$ cat config.mk
export PLATFORM = sky130hd
export DESIGN_NAME = drive_ndig_7seg
export DESIGN_NICKNAME = d
export VERILOG_FILES = /design/src/rtl/drive_7seg_pkg.sv /design/src/rtl/seg7_font.sv /design/src/rtl/drive_ndig_7seg.sv
export SDC_FILE = /design/constraint.sdc
export NUM_CORES = 1
export LEC_CHECK = 0
export BUFFER_PORTS_ARGS = -buffer_cell sky130_fd_sc_hd__buf_2
export CORE_UTILIZATION = 49
export CTS_BUF_LIST = sky130_fd_sc_hd__clkbuf_4 sky130_fd_sc_hd__clkbuf_8
export DETAILED_ROUTE_END_ITERATION = 8
export GPL_TIMING_DRIVEN = 0
export PLACE_DENSITY = 0.67
export SLEW_MARGIN = 20
export SYNTH_ARGS = -nofsm -noshare
export SYNTH_HDL_FRONTEND = slang
export SYNTH_SLANG_ARGS = --single-unit
export TNS_END_PERCENT = 5
$ cat constraint.sdc
create_clock -name xClk -period 6.9 [get_ports xClk]
set_clock_uncertainty 0.2 [all_clocks]
set_input_delay 0.69 -clock xClk [delete_from_list [all_inputs] [get_ports xClk]]
set_output_delay 0.69 -clock xClk [all_outputs]
set_load 0.05 [all_outputs]
$ cat src/rtl/drive_7seg_pkg.sv
// Shared constants for the multiplexed 7-segment driver: segment bit positions,
// hex font table and a constant-foldable ceil(log2) helper.
package drive_7seg_pkg;

    localparam int SEG_DP = 7;
    localparam int SEG_A  = 6;
    localparam int SEG_B  = 5;
    localparam int SEG_C  = 4;
    localparam int SEG_D  = 3;
    localparam int SEG_E  = 2;
    localparam int SEG_F  = 1;
    localparam int SEG_G  = 0;

    // Active-high {a,b,c,d,e,f,g}, indexed by the hex value of the nibble.
    localparam logic [6:0] FONT_TABLE [16] = '{
        7'h7E, 7'h30, 7'h6D, 7'h79,
        7'h33, 7'h5B, 7'h5F, 7'h70,
        7'h7F, 7'h7B, 7'h77, 7'h1F,
        7'h4E, 7'h3D, 7'h4F, 7'h47
    };

    // Never returns less than 1 so that counters always have a real bit.
    function automatic int clog2(input int value);
        int bits;
        bits = 0;
        for (int v = value - 1; v > 0; v = v >> 1) begin
            bits++;
        end
        return (bits < 1) ? 1 : bits;
    endfunction

endpackage

$ cat src/rtl/seg7_font.sv
// Hex nibble plus decimal point to active-high {dp,a,b,c,d,e,f,g}.
module seg7_font
    import drive_7seg_pkg::*;
(
    input  logic [3:0] nibble,
    input  logic       dp,
    output logic [7:0] segments
);

    always_comb begin
        segments                = '0;
        segments[SEG_DP]        = dp;
        segments[SEG_A:SEG_G]   = FONT_TABLE[nibble];
    end

endmodule

$ cat src/rtl/drive_ndig_7seg.sv
// Time-multiplexed N-digit 7-segment driver with double-buffered display data,
// PWM-style brightness per slot and optional leading-zero suppression.
module drive_ndig_7seg
    import drive_7seg_pkg::*;
#(
    parameter int NDIG        = 8,
    parameter int DSTEP       = 100,
    parameter int BRIGHT_W    = 4,
    parameter bit SEL_ACT_LOW = 1'b0,
    parameter bit SEG_ACT_LOW = 1'b1
) (
    input  logic                  xClk,
    input  logic                  xRst_n,
    input  logic [4*NDIG-1:0]     xDInput,
    input  logic [NDIG-1:0]       xDp,
    input  logic [NDIG-1:0]       xBlank,
    input  logic                  xLzs,
    input  logic                  xLoad,
    input  logic [BRIGHT_W-1:0]   xBright,
    output logic [NDIG-1:0]       xSelect,
    output logic [7:0]            xSegment,
    output logic                  xFrame
);

    localparam int DW = clog2(DSTEP);
    localparam int SW = clog2(NDIG);

    localparam logic [DW-1:0]   DWELL_LAST = DW'(DSTEP - 1);
    localparam logic [SW-1:0]   SLOT_LAST  = SW'(NDIG - 1);
    localparam logic [NDIG-1:0] SEL_OFF    = SEL_ACT_LOW ? {NDIG{1'b1}} : {NDIG{1'b0}};
    localparam logic [7:0]      SEG_OFF    = SEG_ACT_LOW ? 8'hFF : 8'h00;

    logic                run;
    logic [DW-1:0]       dwell;
    logic [SW-1:0]       slot;
    logic                frame_start;

    logic                pend;
    logic [4*NDIG-1:0]   pend_data;
    logic [NDIG-1:0]     pend_dp;
    logic [NDIG-1:0]     pend_blank;
    logic                pend_lzs;

    logic [4*NDIG-1:0]   shd_data;
    logic [NDIG-1:0]     shd_dp;
    logic [NDIG-1:0]     shd_blank;
    logic                shd_lzs;

    logic [4*NDIG-1:0]   nxt_data;
    logic [NDIG-1:0]     nxt_dp;
    logic [NDIG-1:0]     nxt_blank;
    logic                nxt_lzs;

    logic [NDIG-1:0]     supp;
    logic                zero_run;
    logic [SW-1:0]       dig_idx;
    logic [3:0]          cur_nib;
    logic                cur_dp;
    logic                cur_dark;
    logic [31:0]         t_on;
    logic                lit;
    logic [7:0]          font_seg;
    logic [NDIG-1:0]     sel_nxt;
    logic [7:0]          seg_nxt;

    // run holds the counters at slot 0 / dwell 0 for one cycle after reset so
    // the first post-reset cycle is a proper frame start.
    always_ff @(posedge xClk or negedge xRst_n) begin
        if (!xRst_n) begin
            run   <= 1'b0;
            dwell <= '0;
            slot  <= '0;
        end else if (!run) begin
            run   <= 1'b1;
        end else if (dwell == DWELL_LAST) begin
            dwell <= '0;
            slot  <= (slot == SLOT_LAST) ? '0 : slot + 1'b1;
        end else begin
            dwell <= dwell + 1'b1;
        end
    end

    assign frame_start = run && (dwell == '0) && (slot == '0);
    assign xFrame      = frame_start;

    always_comb begin
        nxt_data  = shd_data;
        nxt_dp    = shd_dp;
        nxt_blank = shd_blank;
        nxt_lzs   = shd_lzs;
        if (frame_start) begin
            if (xLoad) begin
                nxt_data  = xDInput;
                nxt_dp    = xDp;
                nxt_blank = xBlank;
                nxt_lzs   = xLzs;
            end else if (pend) begin
                nxt_data  = pend_data;
                nxt_dp    = pend_dp;
                nxt_blank = pend_blank;
                nxt_lzs   = pend_lzs;
            end
        end
    end

    always_ff @(posedge xClk or negedge xRst_n) begin
        if (!xRst_n) begin
            shd_data  <= '0;
            shd_dp    <= '0;
            shd_blank <= '0;
            shd_lzs   <= 1'b0;
        end else begin
            shd_data  <= nxt_data;
            shd_dp    <= nxt_dp;
            shd_blank <= nxt_blank;
            shd_lzs   <= nxt_lzs;
        end
    end

    always_ff @(posedge xClk or negedge xRst_n) begin
        if (!xRst_n) begin
            pend       <= 1'b0;
            pend_data  <= '0;
            pend_dp    <= '0;
            pend_blank <= '0;
            pend_lzs   <= 1'b0;
        end else if (frame_start) begin
            pend       <= 1'b0;
        end else if (xLoad) begin
            pend       <= 1'b1;
            pend_data  <= xDInput;
            pend_dp    <= xDp;
            pend_blank <= xBlank;
            pend_lzs   <= xLzs;
        end
    end

    // Display decisions use nxt_* so the first slot of a frame already sees the
    // data being committed at that frame start.
    always_comb begin
        supp     = '0;
        zero_run = nxt_lzs;
        for (int d = NDIG - 1; d >= 1; d--) begin
            zero_run = zero_run && (nxt_data[4*d +: 4] == 4'h0) && !nxt_dp[d];
            supp[d]  = zero_run;
        end
    end

    assign dig_idx = SLOT_LAST - slot;

    always_comb begin
        cur_nib  = '0;
        cur_dp   = 1'b0;
        cur_dark = 1'b1;
        for (int d = 0; d < NDIG; d++) begin
            if (SW'(d) == dig_idx) begin
                cur_nib  = nxt_data[4*d +: 4];
                cur_dp   = nxt_dp[d];
                cur_dark = nxt_blank[d] || supp[d];
            end
        end
    end

    seg7_font u_font (
        .nibble   (cur_nib),
        .dp       (cur_dp),
        .segments (font_seg)
    );

    assign t_on = ((32'(xBright) + 32'd1) * 32'(DSTEP)) >> BRIGHT_W;
    assign lit  = run && (32'(dwell) < t_on) && !cur_dark;

    always_comb begin
        sel_nxt = '0;
        seg_nxt = '0;
        if (lit) begin
            sel_nxt = NDIG'(1) << dig_idx;
            seg_nxt = font_seg;
        end
    end

    always_ff @(posedge xClk or negedge xRst_n) begin
        if (!xRst_n) begin
            xSelect  <= SEL_OFF;
            xSegment <= SEG_OFF;
        end else begin
            xSelect  <= sel_nxt ^ SEL_OFF;
            xSegment <= seg_nxt ^ SEG_OFF;
        end
    end

endmodule
==> flow_summary_export.csv, run 1 <==
group,metric,value,unit
timing,hold_violations,0,
cells_and_area,layout-drive-gt1-share,24.4,%
yosys,ys_warn_count,0,
yosys,syn_area,0.00742,mm²
yosys,syn_nets,842,
power_and_ir_drop,peakVddDrop,0.000213,V
clock_network,clk_latency,0.47,ns
cells_and_area,antenna_cells,0,
timing,rsz0062_at_grt,"no",
timing,slew_headroom,31.7,%
timing,slew_violations,0,
worst_setup_path,crit-reg2reg-launch,"slot[0]",
worst_hold_path,hp-class,"primary input to register",
outcome,violations,"DRC",
cells_and_area,fill_cells,1312,
outcome,status,"finished with violations",
placement,hpwl,16600,µm
clock_network,cts_buffers,17,
grt,grt_max_degree,70,
detailed_routing,wirelength,22500,µm
yosys,synth-main-ff-cell,"dfrtp_1",
worst_setup_path,critPathArrivalTime,5.34,ns
placement,gp_congestion,0.932,
power_and_ir_drop,power_per_cell_area,374,mW/mm²
floorplan,die_w,125,µm
run,drv_cap,0,
worst_setup_path,setup.worst_path.start,"slot[0]",
worst_setup_path,critical_path.startpoint_type,"register",
yosys,synth_cell_types,77,
yosys,synth-seq-area-share,42.6,%
clock_network,cts_buffer_depth,2,
floorplan,dieArea,0.0156,mm²
worst_setup_path,worstPathRequired,7.01,ns
timing,min_period_over_period,75.7,%
worst_setup_path,r2r_slack,1.68,ns
grt,antenna_found_initial,0,
power_and_ir_drop,p_leak,3.71,nW
cells_and_area,seqCellArea,0.00316,mm²
grt,grt_pass1_vias,6464,
placement,port_buffers,72,
detailed_routing,drt_iter0_drc,586,
yosys,synth-edff-count,0,
detailed_routing,vias,6503,
floorplan,die_h,125,µm
worst_setup_path,cp-end-kind,"register",
detailed_routing,wl_per_cell,21.6,µm
timing,setup_violations,0,
floorplan,start_util,50.7,%
detailed_routing,route.detailed.drc,8,
timing,hold_slack,0.263,ns
cells_and_area,syn2layout_area_growth,14.8,%
detailed_routing,ant_nets,0,
worst_setup_path,r2r_end,"xSelect[0]",
detailed_routing,drt_first_pass_iters,9,
clock_network,cts_setup_buffers,0,
yosys,avgSynthCellArea,9.87,µm²
clock_network,clkTransAtPathRegs,0.08,ns
timing,period_minus_slack,5.22,ns
yosys,async_reset_ff_share,100,%
cells_and_area,multiInputGateArea,0.00390,mm²
clock_network,cts_tree,"yes",
timing,fmax,191,MHz
floorplan,rows,44,
worst_setup_path,crit_fanout,10,
floorplan,io_pins,73,
clock_network,clock_sinks,126,
yosys,ys_ff_latch,126,
worst_setup_path,cp-endpoint,"xSelect[0]",
yosys,synthCells,752,
grt,grt_overflow_total,0,
worst_setup_path,rr_worst_depth,15,
grt,grt_usage,30.0,%
timing,max_slew.worst_pin.slew,1.01,ns
cells_and_area,final_nets,935,
clock_network,htree_num_levels,4,
clock_network,clockRootBuffer,"clkbuf_8",
detailed_routing,viasPerCell,6.24,
timing,tns,0,ns
worst_setup_path,path_class,"register to register",
grt,grt_pass1_wl,35800,µm
floorplan,fp.coreArea,0.0146,mm²
==> critical path, stage by stage (launching register included) <==
cell       delay (ns)
dfrtp_1          0.41
inv_1            0.12
ha_1             0.34
nor2b_1          0.48
nand3_2          0.28
inv_2            0.15
buf_4            0.20
buf_2            0.31
buf_2            0.31
a31oi_1          0.11
o21ai_0          0.45
nand4_1          0.13
a2111oi_0        0.61
o221ai_1         0.39
a211oi_4         0.47
nor3_1           0.10
==> report_power, final <==
group,internal [mW],leakage [nW],switching (mW)
Clock,0.440,0.229,0.317
Sequential,0.982,1.49,0.131
Combinational,0.513,1.99,0.802
==> metal layers <==
metal	share of wire [%]	GRT usage (%)
met1	44	40.7
met2	46	47.4
met3	6.9	6.25
met4	2.3	11.2
met5	0	0
==> state kept, by name, summed over array words and instances (netlist names) <==
register	count
pend_data	32
slot	3
xSegment	8
shd_dp	8
shd_blank	8
shd_data	32
pend_dp	8
xSelect	8
dwell	7
pend	1
run	1
pend_lzs	1
pend_blank	8
shd_lzs	1
==> Yosys cell counts, drive strengths merged (4+ instances only) <==
| master | count | area (µm²) |
|---|---|---|
| dfrtp | 118 | 2950 |
| mux2 | 50 | 563 |
| nand2 | 42 | 158 |
| nor2 | 41 | 154 |
| inv | 38 | 143 |
| a21oi | 35 | 175 |
| ha | 34 | 425 |
| clkbuf | 32 | 120 |
| o21ai | 30 | 150 |
| o22ai | 29 | 181 |
| nand2b | 28 | 175 |
| nand3 | 23 | 120 |
| buf | 18 | 97.6 |
| nor3 | 12 | 76.3 |
| a221o | 11 | 110 |
| nand4 | 11 | 68.8 |
| nor2b | 10 | 62.6 |
| nor4 | 9 | 56.3 |
| or2 | 9 | 56.3 |
| or4 | 9 | 75.1 |
| xor2 | 9 | 78.8 |
| a31oi | 8 | 50.1 |
| dfstp | 8 | 210 |
| a221oi | 7 | 67.6 |
| a22o | 7 | 61.3 |
| a22oi | 7 | 52.6 |
| o41ai | 7 | 61.3 |
| or3 | 7 | 43.8 |
| a21o | 6 | 45.0 |
| and3 | 6 | 37.5 |
| nand3b | 6 | 45.0 |
| o22a | 6 | 52.6 |
| or3b | 6 | 52.6 |
| a211oi | 5 | 50.1 |
| a31o | 5 | 43.8 |
| and2 | 5 | 33.8 |
| mux2i | 5 | 50.1 |
| nor4b | 5 | 50.0 |
| o21a | 5 | 37.5 |
| xnor2 | 5 | 43.8 |
| a2bb2oi | 4 | 35.0 |
| o221ai | 4 | 35.0 |
==> layout by cell type (no fill, tap or decap), types with 9 or more instances in the layout <==
master	count
clkbuf_1	32
nor2_1	41
buf_2	83
a21oi_1	35
mux2_2	50
nor3_1	10
xor2_1	9
inv_1	37
nor2b_1	10
nand2b_1	28
ha_1	34
o22ai_1	29
nand2_1	42
nor4_1	9
dfrtp_1	118
o21ai_0	28
or2_2	9
clkbuf_8	18
nand3_1	22
a221o_1	11
nand4_1	11
==> how the worst min path moves through the flow <==
stage / start / endpoint / cells past startpoint
6_report: xDInput[17] / pend_data[17] / 2
4_1_cts: xDInput[17] / pend_data[17] / 2
5_1_grt: xDInput[17] / pend_data[17] / 2
3_3_place_gp: shd_blank[0] / shd_blank[0] / 2
3_5_place_dp: shd_blank[0] / shd_blank[0] / 2
2_1_floorplan: xRst_n / dwell[0] / 0
==> cell type report <==
cell class	instances	share of cell area, %
Clock inverter	14	2.53
Buffer	50	2.56
Inverter	38	1.67
Timing Repair Buffer	74	4.74
Clock buffer	18	2.91
Tap cell	184	2.70
Sequential cell	126	37.1
Multi-Input combinational cell	538	45.8
==> metrics by stage <==
| step | power, mW | utilization, % | instance area, µm² | setup slack, ns | cells |
|---|---|---|---|---|---|
| after floorplan | 2.02 | - | 7420 | 2.84 | 752 |
| after detailed placement | 2.41 | 55.0 | 8050 | 1.79 | 1009 |
| after CTS | 3.17 | 58.2 | 8520 | 1.78 | 1042 |
| after global placement | 2.35 | 54.7 | 8010 | 1.80 | 1008 |
| final | 3.19 | 58.2 | 8520 | 1.68 | 1042 |
| after global routing | 3.35 | 58.2 | 8520 | 1.37 | 1042 |
==> repair_timing <==
action                    in CTS  in global routing
resized for setup              0                  0
hold buffers                   1                  0
hold endpoints to repair       1                  0
==> cells by family after synthesis <==
group | after synthesis | share of synthesized area (%)
adder cells (fa/ha/maj) | 34 | 5.73
other | 1 | 0.0505
buffers and inverters | 88 | 4.85
multiplexers | 55 | 8.26
AND/OR/NAND/NOR | 235 | 17.8
flip-flops | 126 | 42.6
XOR/XNOR | 14 | 1.65
AO/OA/AOI/OAI | 199 | 19.0
Power figures use the tool's default switching activity.
==> run 2, diff against run 1 <==
--- a/config.mk
+++ b/config.mk
@@ -5,6 +5,7 @@
 export SDC_FILE = /design/constraint.sdc
 export NUM_CORES = 1
 export LEC_CHECK = 0
+export ABC_AREA = 1
 export BUFFER_PORTS_ARGS = -buffer_cell sky130_fd_sc_hd__buf_2
 export CORE_UTILIZATION = 49
 export CTS_BUF_LIST = sky130_fd_sc_hd__clkbuf_4 sky130_fd_sc_hd__clkbuf_8
==> constraint.sdc (replaced) <==
create_clock -name xClk -period 5 [get_ports xClk]
set_clock_uncertainty 0.2 [all_clocks]
set_input_delay 0.5 -clock xClk [delete_from_list [all_inputs] [get_ports xClk]]
set_output_delay 0.5 -clock xClk [all_outputs]
set_load 0.05 [all_outputs]
==> run 2 against run 1 <==
The run now ends clean; final cell count rose by 2.5%; die area fell by 6.4%; worst hold slack got worse by 0.16 ns; global-route usage fell by 6.4 points; clock power rose by 16%; clock-buffer cell count rose by 6.
==> flow_summary_export.csv, run 2 <==
group,metric,value,unit
yosys,yosysMostFrequentCell,"inv_1",
yosys,synth-main-ff-cell,"dfrtp_1",
power_and_ir_drop,p_sw,1.31,mW
cells_and_area,layout.cells.most_common,"inv_1",
clock_network,holdBufCountCts,1,
clock_network,cts_buffers,17,
power_and_ir_drop,power_per_cell_area,447,mW/mm²
clock_network,clockRootBuffer,"clkbuf_8",
yosys,ys_ff_latch,126,
cells_and_area,antenna_cells,0,
yosys,syn_area,0.00694,mm²
cells_and_area,layout-drive-gt1-share,24.7,%
grt,grt_usage,23.6,%
yosys,synth.top_cells.by_count,"142 x inv_1, 138 x nand2_1, 118 x dfrtp_1, 73 x o22ai_1, 46 x mux2_2",
power_and_ir_drop,peakVddDrop,0.000190,V
worst_setup_path,r2r_end,"xSegment[3]",
floorplan,start_util,50.2,%
yosys,async_reset_ff_share,100,%
worst_setup_path,crit-reg2reg-launch,"slot[0]",
power_and_ir_drop,p_leak,3.99,nW
timing,period_minus_slack,4.14,ns
yosys,synth_compound_area_share,12.9,%
cells_and_area,layout_common_cells,"142 x inv_1, 138 x nand2_1, 118 x dfrtp_1",
worst_setup_path,worstPathRequired,5.16,ns
detailed_routing,ant_nets,0,
timing,fmax,241,MHz
clock_network,clock_sinks,126,
worst_setup_path,r2r_slack,1.37,ns
grt,grt_pass1_wl,26400,µm
timing,max_slew.worst_pin.slew,0.867,ns
timing,slew_headroom,42.2,%
power_and_ir_drop,pwr-share-comb,34.9,%
cells_and_area,multiInputGateArea,0.00303,mm²
yosys,avgSynthCellArea,8.85,µm²
cells_and_area,final_nets,967,
cells_and_area,fill_cells,1250,
grt,antenna_found_initial,0,
worst_setup_path,path_class,"primary input to register",
power_and_ir_drop,p_total,3.56,mW
timing,setup_violations,0,
clock_network,cts_tree,"yes",
yosys,synth_top_family_by_area,"simple AND/OR/NAND/NOR gates",
yosys,synth_top_area_share,42.6,%
worst_hold_path,hp-class,"primary input to register",
yosys,synthCells,784,
placement,gp_congestion,0.815,
detailed_routing,drt_iter0_drc,328,
floorplan,die_h,121,µm
clock_network,htree_num_levels,4,
yosys,synth_cell_types,42,
worst_setup_path,crit_fanout,9,
yosys,synthXorXnorAreaFrac,1.14,%
yosys,synthMuxAreaShare,7.47,%
floorplan,die_w,121,µm
power_and_ir_drop,swShare,36.9,%
floorplan,fp.coreArea,0.0138,mm²
power_and_ir_drop,intPower,2.25,mW
floorplan,dieArea,0.0146,mm²
yosys,synth_area_leader_cell,"dfrtp_1",
grt,grt_pass1_vias,5288,
yosys,synth-seq-area-share,45.6,%
grt,grt_overflow_total,0,
cells_and_area,seqCellArea,0.00316,mm²
detailed_routing,viasPerCell,5.19,
yosys,synth_adder_area_share,6.13,%
clock_network,clk_latency,0.44,ns
worst_setup_path,setup.worst_path.start,"xBright[0]",
worst_setup_path,critical_path.startpoint_type,"primary input",
worst_setup_path,cp-end-kind,"register",
cells_and_area,top_regs,"pend_data x32, shd_data x32",
timing,rsz0062_at_grt,"no",
detailed_routing,drt_first_pass_iters,4,
worst_setup_path,rr_worst_depth,24,
clock_network,cts_resized,0,
worst_hold_path,hold_depth,2,
outcome,status,"completed",
floorplan,io_pins,73,
timing,tns,0,ns
clock_network,cts_setup_buffers,0,
power_and_ir_drop,clkPwrFrac,24.6,%
cells_and_area,syn2layout_area_growth,14.7,%
yosys,ys_warn_count,0,
clock_network,clkTransAtPathRegs,0.07,ns
worst_setup_path,critPathArrivalTime,4.30,ns
detailed_routing,route.detailed.drc,0,
clock_network,cts_buffer_depth,2,
placement,port_buffers,72,
worst_setup_path,cp-endpoint,"xSelect[5]",
grt,grt_max_degree,79,
detailed_routing,wl_per_cell,14.8,µm
timing,min_period_over_period,82.8,%
yosys,yosys.area_share.simple,16.0,%
floorplan,rows,43,
detailed_routing,vias,5545,
detailed_routing,wirelength,15800,µm
yosys,syn_nets,874,
yosys,synthTopCellsByArea,"dfrtp_1 43%, inv_1 7.7%, mux2_2 7.5%, nand2_1 7.5%, o22ai_1 6.6%",
placement,hpwl,11400,µm
run,drv_cap,0,
timing,hold_violations,0,
power_and_ir_drop,seq_power_share,40.5,%
yosys,synth-edff-count,0,
timing,slew_violations,0,
run 2: cell types whose count changed after synthesis, sizes merged, moves of 11 or more:
cell / change
inv: +112
nand2: +105
o22ai: +44
clkbuf: -29
nand2b: -28
nand3: +21
a21oi: -15
o21ai: +13
a221o: -11
run 2: worst min path at each step:
stage | slack (ns) | from | to
final | 0.11 | xDInput[11] | pend_data[11]
after floorplan | 0.004 | xRst_n | dwell[0]
after global placement | 0.27 | shd_data[2] | shd_data[2]
after detailed placement | 0.24 | xRst_n | pend_data[28]
after CTS | 0.08 | xDInput[15] | pend_data[15]
after global routing | 0.09 | xDInput[10] | pend_data[10]
run 2: metal layers:
layer  up-vias  track usage (%)  wire length, µm
met5         -                0                0
met4         0             7.18              220
met3        18             4.70              737
met2       109             36.5             7230
met1      2658             33.3             7580
li1       2760                -                -
run 2: power by group through the flow:
stage	Clock (mW)	Sequential [mW]	Combinational (mW)
floorplan	0	1.55	0.831
global placement	0	1.45	1.20
detailed placement	0	1.46	1.23
CTS	0.895	1.44	1.24
global route	0.939	1.47	1.41
finish	0.876	1.44	1.24
run 2: per-stage QoR:
step	setup slack, ns	util [%]	cell area, µm²	std cells	hold slack (ns)
after floorplan	1.05	-	6940	784	0.00441
after global placement	0.434	54.4	7520	1036	0.270
after detailed placement	0.417	54.7	7560	1037	0.237
after CTS	0.865	57.5	7960	1068	0.0825
after global routing	0.625	57.5	7960	1068	0.0852
final	0.858	57.5	7960	1068	0.105
run 2: area by class of cell:
class	instances	share of cell area [%]
tap	180	2.83
inverter	151	7.14
buffer	26	2.19
timing repair buffer	74	5.13
clock inverter	6	1.09
multi-input combinational	481	38.1
clock buffer	24	3.76
sequential	126	39.8
run 2: cells by family after synthesis:
family          after synthesis
simple gates                241
buf+inv                     177
compound gates              150
flops                       126
mux                          46
fa+ha+maj                    34
xor+xnor                      9
other cells                   1
run 2: critical path: stages:
cell       delay (ns)
buf_2            0.10
buf_2            0.16
nand3_1          0.10
xor2_1           0.29
inv_1            0.11
ha_1             0.29
ha_1             0.29
ha_1             0.29
ha_1             0.34
a31oi_1          0.22
xor2_1           0.17
ha_1             0.24
nand2_1          0.09
nor2_1           0.06
a2111oi_4        0.63
nand2_4          0.23
nor2_2           0.18
